<file path="src/rtl/acc_window_pkg.sv">
// Shared types and arithmetic helpers for the acc_window multi-lane accumulator.
package acc_window_pkg;

    typedef enum logic [1:0] {
        IDLE  = 2'd0,
        ACCUM = 2'd1,
        HOLD  = 2'd2
    } state_t;

    // Widest lane the saturating adder supports; lanes sign-extend into this.
    localparam int SAT_MAX_W = 64;

    typedef struct packed {
        logic                 sat;
        logic [SAT_MAX_W-1:0] sum;
    } sat_res_t;

    // Adds two width-bit signed values (sign-extended to SAT_MAX_W) with one
    // guard bit, then clamps the result into the signed width-bit range.
    function automatic sat_res_t sat_add(input logic [SAT_MAX_W-1:0] a,
                                         input logic [SAT_MAX_W-1:0] b,
                                         input int unsigned          width);
        logic signed [SAT_MAX_W:0] s;
        logic signed [SAT_MAX_W:0] hi;
        logic signed [SAT_MAX_W:0] lo;
        sat_res_t                  r;
        s  = signed'({a[SAT_MAX_W-1], a}) + signed'({b[SAT_MAX_W-1], b});
        hi = ((SAT_MAX_W+1)'(1) << (width - 1)) - (SAT_MAX_W+1)'(1);
        lo = ~hi;
        r.sat = 1'b0;
        r.sum = s[SAT_MAX_W-1:0];
        if (s > hi) begin
            r.sat = 1'b1;
            r.sum = hi[SAT_MAX_W-1:0];
        end else if (s < lo) begin
            r.sat = 1'b1;
            r.sum = lo[SAT_MAX_W-1:0];
        end
        return r;
    endfunction

endpackage

</file>
<file path="src/rtl/acc_window_if.sv">
// Upstream beat / downstream result handshake bundle for acc_window.
interface acc_window_if #(
    parameter int LANES = 4,
    parameter int WIDTH = 32,
    parameter int CNT_W = 8
);
    logic                   i_valid;
    logic                   i_ready;
    logic                   i_acc;
    logic [CNT_W-1:0]       i_len;
    logic [LANES*WIDTH-1:0] i_psum;
    logic [LANES*WIDTH-1:0] i_data;
    logic                   o_valid;
    logic                   o_ready;
    logic [LANES*WIDTH-1:0] o_data;
    logic [LANES-1:0]       o_sat;

    modport slave (
        input  i_valid, i_acc, i_len, i_psum, i_data, o_ready,
        output i_ready, o_valid, o_data, o_sat
    );

    modport master (
        output i_valid, i_acc, i_len, i_psum, i_data, o_ready,
        input  i_ready, o_valid, o_data, o_sat
    );
endinterface

</file>
<file path="src/rtl/acc_window_lane.sv">
// One accumulator lane: sum register plus wrapping or saturating adder.
// Saturation is enabled by defining ACC_WINDOW_SAT_EN.
module acc_window_lane
    import acc_window_pkg::*;
#(
    parameter int WIDTH = 32
) (
    input  logic             clk,
    input  logic             rst_n,
    input  logic             clr,
    input  logic             step,
    input  logic             first,
    input  logic             seed_sel,
    input  logic [WIDTH-1:0] seed,
    input  logic [WIDTH-1:0] data,
    output logic [WIDTH-1:0] sum,
    output logic             sat
);

    logic [WIDTH-1:0] base;
    logic [WIDTH-1:0] sum_nxt;

    // The first beat of a window restarts from the seed instead of the old sum.
    assign base = first ? (seed_sel ? seed : '0) : sum;

`ifdef ACC_WINDOW_SAT_EN
    sat_res_t res;
    logic     unused_res;

    assign res        = sat_add({{(SAT_MAX_W-WIDTH){base[WIDTH-1]}}, base},
                                {{(SAT_MAX_W-WIDTH){data[WIDTH-1]}}, data},
                                WIDTH);
    assign sum_nxt    = res.sum[WIDTH-1:0];
    assign unused_res = ^res.sum;

    always_ff @(posedge clk or negedge rst_n) begin
        if (!rst_n) begin
            sat <= 1'b0;
        end else if (clr) begin
            sat <= 1'b0;
        end else if (step) begin
            sat <= res.sat | (sat & ~first);
        end
    end
`else
    assign sum_nxt = base + data;
    assign sat     = 1'b0;
`endif

    always_ff @(posedge clk or negedge rst_n) begin
        if (!rst_n) begin
            sum <= '0;
        end else if (clr) begin
            sum <= '0;
        end else if (step) begin
            sum <= sum_nxt;
        end
    end

endmodule

</file>
<file path="src/rtl/acc_window.sv">
// Multi-lane windowed signed accumulator with valid/ready on both sides.
// Define ACC_WINDOW_SAT_EN for saturating adds and sticky per-lane o_sat.
//
//   state | meaning
//   IDLE  | waiting for the first beat of a window
//   ACCUM | window open, collecting beats until cnt reaches len
//   HOLD  | result presented on o_data, waiting for o_ready
module acc_window
    import acc_window_pkg::*;
#(
    parameter int LANES = 4,
    parameter int WIDTH = 32,
    parameter int CNT_W = 8
) (
    input  logic         clk,
    input  logic         rst_n,
    input  logic         en,
    input  logic         clr,
    acc_window_if.slave  bus
);

    state_t                 state_q;
    state_t                 state_d;
    logic [CNT_W-1:0]       cnt_q;
    logic [CNT_W-1:0]       len_q;
    logic [CNT_W-1:0]       len_in;
    logic                   accept;
    logic                   first;
    logic                   last_beat;
    logic [LANES*WIDTH-1:0] sum_all;
    logic [LANES-1:0]       sat_all;

    assign len_in    = (bus.i_len == '0) ? CNT_W'(1) : bus.i_len;
    assign last_beat = (state_q == ACCUM) ? ((cnt_q + CNT_W'(1)) == len_q)
                                          : (len_in == CNT_W'(1));

    always_ff @(posedge clk or negedge rst_n) begin
        if (!rst_n) begin
            state_q <= IDLE;
        end else begin
            state_q <= state_d;
        end
    end

    always_comb begin
        state_d = state_q;
        if (clr) begin
            state_d = IDLE;
        end else if (en) begin
            unique case (state_q)
                IDLE: begin
                    if (accept) state_d = last_beat ? HOLD : ACCUM;
                end
                ACCUM: begin
                    if (accept && last_beat) state_d = HOLD;
                end
                HOLD: begin
                    // A beat taken while the result drains opens the next window.
                    if (accept)           state_d = last_beat ? HOLD : ACCUM;
                    else if (bus.o_ready) state_d = IDLE;
                end
                default: state_d = IDLE;
            endcase
        end
    end

    always_comb begin
        bus.o_valid = (state_q == HOLD);
        bus.i_ready = en & ~clr & ((state_q != HOLD) | bus.o_ready);
        accept      = bus.i_valid & bus.i_ready;
        first       = accept & (state_q != ACCUM);
    end

    always_ff @(posedge clk or negedge rst_n) begin
        if (!rst_n) begin
            cnt_q <= '0;
            len_q <= '0;
        end else if (clr) begin
            cnt_q <= '0;
            len_q <= '0;
        end else if (accept) begin
            if (first) begin
                cnt_q <= CNT_W'(1);
                len_q <= len_in;
            end else begin
                cnt_q <= cnt_q + CNT_W'(1);
            end
        end
    end

    for (genvar k = 0; k < LANES; k++) begin : g_lane
        acc_window_lane #(
            .WIDTH (WIDTH)
        ) u_lane (
            .clk      (clk),
            .rst_n    (rst_n),
            .clr      (clr),
            .step     (accept),
            .first    (first),
            .seed_sel (bus.i_acc),
            .seed     (bus.i_psum[k*WIDTH +: WIDTH]),
            .data     (bus.i_data[k*WIDTH +: WIDTH]),
            .sum      (sum_all[k*WIDTH +: WIDTH]),
            .sat      (sat_all[k])
        );
    end

    assign bus.o_data = sum_all;
    assign bus.o_sat  = sat_all;

endmodule

</file>
<file path="src/flat_wrapper.sv">
// flat-port wrapper written by rule: the top's interface ports become plain ports
module acc_window_flat import acc_window_pkg::*;
#(
    parameter int LANES = 4,
    parameter int WIDTH = 32,
    parameter int CNT_W = 8
)
  (clk, rst_n, en, clr, bus_i_valid, bus_i_acc, bus_i_len, bus_i_psum, bus_i_data, bus_o_ready, bus_i_ready, bus_o_valid, bus_o_data, bus_o_sat);
  acc_window_if #(.LANES(LANES), .WIDTH(WIDTH), .CNT_W(CNT_W)) bus_i ();
  input  logic clk;
  input  logic rst_n;
  input  logic en;
  input  logic clr;
  input wire logic [$bits(bus_i.i_valid)-1:0] bus_i_valid;
  input wire logic [$bits(bus_i.i_acc)-1:0] bus_i_acc;
  input wire logic [$bits(bus_i.i_len)-1:0] bus_i_len;
  input wire logic [$bits(bus_i.i_psum)-1:0] bus_i_psum;
  input wire logic [$bits(bus_i.i_data)-1:0] bus_i_data;
  input wire logic [$bits(bus_i.o_ready)-1:0] bus_o_ready;
  output wire logic [$bits(bus_i.i_ready)-1:0] bus_i_ready;
  output wire logic [$bits(bus_i.o_valid)-1:0] bus_o_valid;
  output wire logic [$bits(bus_i.o_data)-1:0] bus_o_data;
  output wire logic [$bits(bus_i.o_sat)-1:0] bus_o_sat;
  assign bus_i.i_valid = bus_i_valid;
  assign bus_i.i_acc = bus_i_acc;
  assign bus_i.i_len = bus_i_len;
  assign bus_i.i_psum = bus_i_psum;
  assign bus_i.i_data = bus_i_data;
  assign bus_i.o_ready = bus_o_ready;
  assign bus_i_ready = bus_i.i_ready;
  assign bus_o_valid = bus_i.o_valid;
  assign bus_o_data = bus_i.o_data;
  assign bus_o_sat = bus_i.o_sat;
  acc_window #(.LANES(LANES), .WIDTH(WIDTH), .CNT_W(CNT_W)) u_core (.clk(clk), .rst_n(rst_n), .en(en), .clr(clr), .bus(bus_i));
endmodule
</file>
<file path="config.mk">
export PLATFORM = sky130hd
export DESIGN_NAME = acc_window_flat
export DESIGN_NICKNAME = d
export VERILOG_FILES = /design/src/rtl/acc_window_pkg.sv /design/src/rtl/acc_window_if.sv /design/src/rtl/acc_window_lane.sv /design/src/rtl/acc_window.sv /design/src/flat_wrapper.sv
export SDC_FILE = /design/constraint.sdc
export NUM_CORES = 1
export LEC_CHECK = 0
export BUFFER_PORTS_ARGS = -buffer_cell sky130_fd_sc_hd__buf_2
export CORE_AREA = 10 10 199 201
export CTS_CLUSTER_DIAMETER = 100
export DETAILED_ROUTE_END_ITERATION = 10
export DIE_AREA = 0 0 209 211
export PLACE_DENSITY = 0.68
export SLEW_MARGIN = 5
export SYNTH_ARGS = -nofsm -noshare
export SYNTH_HDL_FRONTEND = slang
export SYNTH_SLANG_ARGS = --single-unit
</file>
<file path="constraint.sdc">
create_clock -name clk -period 7.6 [get_ports clk]
set_input_delay 0 -clock clk [delete_from_list [all_inputs] [get_ports clk]]
set_output_delay 0 -clock clk [all_outputs]
set_load 0.02 [all_outputs]
</file>
# Word-level counts from Yosys, hierarchy flattened
# Cells that the tools add are included.
dict set report word_totals {
  register_bits 146
  input_bits 271
  output_inout_bits 134
  elab_cells 67
}
dict set report op_classes {
  addsub 5
  n_eq_ne 9
  muxes 32
  n_bitwise 6
  reduce_logical 8
}
# operator n
set op_table {}
lappend op_table {{two-way mux 32 bit} 16}
lappend op_table {{adder 32 bit} 4}
lappend op_table {{two-way mux 8 bit} 7}
lappend op_table {{two-way mux 2 bit} 7}
lappend op_table {{adder 8 x 1 -> 8 bit, second input constant} 1}
lappend op_table {{== test 8 x 1 -> 1 bit, second input constant} 1}
lappend op_table {{== test 8 bit} 1}
lappend op_table {{zero test 8 bit} 1}
lappend op_table {{one-hot mux 2 bit (3 select lines)} 1}
lappend op_table {{nonzero test 2 bit} 3}
lappend op_table {{AND 1 bit} 4}
lappend op_table {{inequality test 4 x 3 -> 1 bit, second input constant} 1}
lappend op_table {{AND reduction 4 bit} 1}
lappend op_table {{inequality test 3 x 2 -> 1 bit, second input constant} 1}
lappend op_table {{inequality test 3 bit, second input constant} 1}
lappend op_table {{== test 2 x 1 -> 1 bit, second input constant} 1}
lappend op_table {{== test 2 bit, second input constant} 1}
lappend op_table {{zero test 2 bit} 1}
lappend op_table {{inequality test 2 x 1 -> 1 bit, second input constant} 1}
lappend op_table {{inequality test 2 bit, second input constant} 1}
lappend op_table {{AND reduction 2 bit} 1}
lappend op_table {{logical AND 1 bit} 1}
lappend op_table {{two-way mux 1 bit} 1}
lappend op_table {{inverter 1 bit} 1}
lappend op_table {{bitwise OR 1 bit} 1}

# Longest topological paths before layout
dict set report depth {
  word_depth 9
  mapped_depth 19
  ltp_nobuf 15
}

# Modules after synthesis
# From an unflattened synthesis, not the netlist that was laid out.
dict set report unflattened {
  hier_cells 2001
  hier_area_um2 15250.9
}
# module instances cells_per_inst area_per_inst_um2 seq_area_each_um2
set modules_own_cells {}
lappend modules_own_cells {{acc_window_lane (u_core.g_lane[2].u_lane ...)} 2 464 3484.6 800.8}
lappend modules_own_cells {{acc_window_lane (u_core.g_lane[1].u_lane)} 1 495 3682.3 800.8}
lappend modules_own_cells {{acc_window_lane (u_core.g_lane[0].u_lane)} 1 453 3482.1 800.8}
lappend modules_own_cells {acc_window 1 125 1117.3 450.4}

# Worst setup path before layout
# OpenSTA, ideal clock, no wires.
dict set report synth_path {
  path_kind {register to register}
  start {register u_core.state_q[0]}
  end {register u_core.g_lane[3].u_lane.sum[31]}
  setup_ns 0.137
  arrival_time_ns 3.938
  required_ns 7.463
  path_slack_ns 3.525
  stages_incl_launch_ff 18
  n_path_buf 3
  period_less_slack_ns 4.075
  path_cell_list {dfrtp_1 nor3b_1 nor3_2 nand2_1 clkbuf_1 clkbuf_1 clkbuf_1 nand2_1 nand2_1 ha_1 a21o_1 a221o_1 a21o_1 or3_1 a211o_1 a21oi_1 mux2i_1 o211ai_1}
}
dict set report synth_via {
  elab_chain_len 9
  elab_cells_between_ends 11
  classes_between {1 x add/sub; 2 x eq/ne; 3 x mux; 4 x bitwise; 1 x reduce/logical}
}
# item line_no
set synth_lines {}
lappend synth_lines {{from (decl)} acc_window.sv:22} ;# state_t state_q;
lappend synth_lines {{from (signal assigned)} acc_window.sv:41} ;# state_q <= state_d;
lappend synth_lines {{inequality test 2 bit} acc_window.sv:69} ;# bus.i_ready = en & ~clr & ((state_q != HOLD) | bus.o_ready);
lappend synth_lines {{bitwise OR 1 bit} acc_window.sv:69}
lappend synth_lines {{AND 1 bit} acc_window.sv:69}
lappend synth_lines {{AND 1 bit} acc_window.sv:70} ;# accept = bus.i_valid & bus.i_ready;
lappend synth_lines {{AND 1 bit} acc_window.sv:71} ;# first = accept & (state_q != ACCUM);
lappend synth_lines {{two-way mux 32 bit} acc_window_lane.sv:24} ;# assign base = first ? (seed_sel ? seed : '0) : sum;
lappend synth_lines {{adder 32 bit} acc_window_lane.sv:46} ;# assign sum_nxt = base + data;
lappend synth_lines {{two-way mux 32 bit} acc_window_lane.sv:55} ;# end else if (step) begin
lappend synth_lines {{two-way mux 32 bit} acc_window_lane.sv:53} ;# end else if (clr) begin
lappend synth_lines {{to (signal assigned)} acc_window_lane.sv:56} ;# sum <= sum_nxt;
lappend synth_lines {{to (decl)} acc_window_lane.sv:16} ;# output logic [WIDTH-1:0] sum,
# Several ways; a longest one is shown, not always the timed one. The select of a mux whose other input is x is not followed.
# A chain may end at the register's enable or synchronous reset.

# Final worst setup path
dict set report layout_path {
  start {register u_core.state_q[0]}
  end {register u_core.g_lane[1].u_lane.sum[24]}
}
dict set report layout_via {
  elab_chain_len 9
  elab_cells_between_ends 11
  classes_between {1 x add/sub; 2 x eq/ne; 3 x mux; 4 x bitwise; 1 x reduce/logical}
}
# item line_no
set layout_lines {}
lappend layout_lines {{inequality test 2 bit} acc_window.sv:69}
lappend layout_lines {{bitwise OR 1 bit} acc_window.sv:69}
lappend layout_lines {{AND 1 bit} acc_window.sv:69}
lappend layout_lines {{AND 1 bit} acc_window.sv:70}
lappend layout_lines {{AND 1 bit} acc_window.sv:71}
lappend layout_lines {{two-way mux 32 bit} acc_window_lane.sv:24}
lappend layout_lines {{adder 32 bit} acc_window_lane.sv:46}
lappend layout_lines {{two-way mux 32 bit} acc_window_lane.sv:55}
lappend layout_lines {{two-way mux 32 bit} acc_window_lane.sv:53}
lappend layout_lines {{to (signal assigned)} acc_window_lane.sv:56}
lappend layout_lines {{to (decl)} acc_window_lane.sv:16}
# Several ways; a longest one is shown, not always the timed one. The select of a mux whose other input is x is not followed.

==> flow_summary.ini <==
[synthesis]
synth-compound-area-share_pct = 22.8
async_flop_share_pct = 100
ys_seq_area_share_pct = 26.0
synth_top_family_by_area = simple AND/OR/NAND/NOR gates
synth_flop_cell = dfrtp_1
synth_fa_ha_area_share_pct = 14.2
synthMuxAreaShare_pct = 0.356
ys_ff_latch = 146
yosys_warnings = 0
synthCells = 1873
synth-xor-area-share_pct = 6.91
synth-simple-area-share_pct = 26.3
synth_edf_count = 0
syn_avg_cell_area_um2 = 7.51
synth_area_um2 = 14100
synth.distinct_cells = 69

[cells_and_area]
fillers = 3549
drive_gt1_share_pct = 20.7
fin_nets = 2654
ff_latch_area_um2 = 3650
fin_util_pct = 48.8
multi_input_comb_area_um2 = 9980
area_growth_pct = 22.8

[setup_path]
crit_type = reg -> reg
critPathRequiredTime_ps = 7900
r2r_setup_slack_ps = 2630
crit_slowest_cell = nor3b_1
cp.depth = 15
arrival_ps = 5270
reg2reg_to = u_core.g_lane[1].u_lane.sum[24]
rr_worst_depth = 15
worstPathCellList = nor3b_1 > nor3_4 > nand2_4 > buf_4 > nand2_1 > nand2_1 > ha_1 > a21o_1 > or3_1 > a211oi_1 > o21ai_1 > a221oi_1 > o21ai_0 > xnor2_1 > o21ai_0
path_buf_inv = 1
r2r_start = u_core.state_q[0]
path_max_fanout = 49
critPathMaxStageDelay_ps = 630
crit_family = compound AO/OA/AOI/OAI gates
start_kind = register
end_kind = register

[clock_tree]
numCtsBuffers = 17
insertion_delay_ps = 450
cts_buffer_depth = 2
htreeDepth = 4
postCtsSetupBuffers = 0
cts_tree = built
root_buffer = clkbuf_16
cts_resized = 0
clock_sinks = 146
clk_pin_slew_ps = 70

[route]
via_count = 15304
drt-total-wl_um = 54000
wire_per_inst_um = 19.9
post-route-drc-count = 0
viasPerCell = 5.65
antenna_left = 0
dr.first_iter.drc_count = 1090
dr.pass1.iters = 5

[timing]
slew_viol_final = 0
fmax_mhz = 201
worst_slack_ps = 2630
relSlewSlack_pct = 25.4
setup_viol = 0
fin_worst_skew_ps = 11.4
rsz0062_at_grt = false
min_period_ps = 4970
fin_crit_sh_pct = 65.4
tns_ps = 0
worst-slew-pin-transition_ps = 1120
finalHoldViolCount = 0

[min_path]
hold_class = in -> reg
worstHoldStart = bus_i_data[9]
hold_depth = 4
hold_end = u_core.g_lane[0].u_lane.sum[9]

[place]
gp_congestion = 0.933
port_buffers = 400
hpwl_um = 41300
dp_slack_ps = 2690

[floorplanning]
coreArea_um2 = 35400
initial_core_util_pct = 39.7
die_h_um = 211
io_pins = 405
die_w_um = 209
row_count = 69
die_area_um2 = 44100

[global_route]
grt_overflow = 0
grt_pass1_wl_um = 85200
antenna_found_initial = 16
grt_max_degree = 99
grt_pass1_vias = 15378
grt_usage_pct = 23.7

[power_and_ir_drop]
power_density_nw_per_um2 = 172
vdd_drop_max_mv = 0.163
p_leak_nw = 9.15
power_w = 0.00298

[run_status]
status = finished clean

[job]
maxCapViolCount = 0
[area by class of cell]
cell class	count	area share, %
Clock inverter	11	1.01
Sequential cell	146	21.1
Inverter	21	0.463
Timing Repair Buffer	434	13.4
Tap cell	461	3.34
Antenna cell	11	0.159
Multi-Input combinational cell	1606	57.8
Clock buffer	21	2.67
[stage by stage]
step	hold slack, ps	cells	cell area, um^2
detailed placement	41.7	2645	16400
CTS	0.504	2700	17200
floorplan	-296	1876	14100
global placement	40.0	2645	16400
global route	14.8	2710	17300
finish	17.4	2711	17300
[registers in the layout, indices dropped and copies added, names as in the netlist]
| signal | count |
|---|---|
| u_core.cnt_q | 8 |
| u_core.g_lane.u_lane.sum | 128 |
| u_core.len_q | 8 |
| u_core.state_q | 2 |
[logic make-up (layout without fill, tap and decap cells)]
family	count (synthesis)	after routing
DFF	146	146
adders and majority gates	157	157
AOI/OAI and AO/OA	513	513
and+or+nand+nor	816	816
buffers and inverters	124	487
muxes	5	5
xor gates and xnor gates	111	111
other	1	15
[layout by cell type (no fill, tap or decap), types with 17 or more instances in the layout]
cell	netlist	final
a211oi_1	18	18
a21o_1	62	62
a21oi_1	132	132
and3_1	28	28
buf_2	1	398
clkbuf_16	0	17
dfrtp_1	146	146
dlygate4sd3_1	0	23
ha_1	153	153
inv_1	21	20
nand2_1	391	389
nand3_1	238	238
nor2_1	59	58
nor3_1	21	21
o21ai_0	157	157
xnor2_1	57	57
xor2_1	54	54
[cells in the mapped netlist (11+ instances only)]
cell / instances / share of area [%]
a21boi_0: 11 / 0.59
nand2b_1: 16 / 0.71
ha_1: 153 / 14
inv_1: 21 / 0.56
nand3_1: 238 / 8.5
nor2_1: 59 / 1.6
a21oi_1: 132 / 4.7
o21a_1: 15 / 0.80
a31oi_1: 16 / 0.71
nor3_1: 21 / 0.75
a21o_1: 62 / 3.3
o211ai_1: 12 / 0.64
nand2_1: 391 / 10
clkbuf_1: 90 / 2.4
xor2_1: 54 / 3.4
or3_1: 12 / 0.53
xnor2_1: 57 / 3.5
dfrtp_1: 146 / 26
o21bai_1: 12 / 0.64
and3_1: 28 / 1.2
o21ai_0: 157 / 5.6
a211oi_1: 18 / 0.96
[report_power, final]
group / internal, W / switching, W / leakage (nW)
Clock: 0.000570 / 0.000377 / 0.304
Combinational: 0.000444 / 0.000682 / 6.87
Sequential: 0.000842 / 0.0000640 / 1.98
Total: 0.00186 / 0.00112 / 9.15
[worst register-to-register path: stages (launching register included)]
cell      delay [ps]
dfrtp_1          430
nor3b_1          630
nor3_4            80
nand2_4          480
buf_4            540
nand2_1          120
nand2_1          100
ha_1             260
a21o_1           180
or3_1            310
a211oi_1         490
o21ai_1          250
a221oi_1         500
o21ai_0          220
xnor2_1          150
o21ai_0           90
[repair_timing]
item | 4_1_cts | 5_1_grt
endpoints found under the hold margin | 86 | 0
hold buffers | 23 | 0
endpoints found under the setup margin | 0 | 0
[how the worst max path moves through the flow]
| stage | start | endpoint |
|---|---|---|
| CTS | u_core.state_q[0] | u_core.g_lane[1].u_lane.sum[24] |
| global route | u_core.state_q[0] | u_core.g_lane[1].u_lane.sum[24] |
| finish | u_core.state_q[0] | u_core.g_lane[1].u_lane.sum[24] |
| floorplan | u_core.state_q[0] | u_core.g_lane[3].u_lane.sum[31] |
| detailed placement | u_core.state_q[0] | u_core.g_lane[1].u_lane.sum[24] |
| global placement | u_core.state_q[0] | u_core.g_lane[1].u_lane.sum[24] |
[layer usage]
| layer | part of all wire [%] | GRT usage (%) | wire length (um) |
|---|---|---|---|
| met1 | 43 | 29.3 | 23100 |
| met2 | 48 | 39.7 | 25800 |
| met3 | 6.7 | 5.57 | 3620 |
| met4 | 2.7 | 8.43 | 1470 |
| met5 | 0.094 | 0 | 51 |
Power figures use the tool's default switching activity.
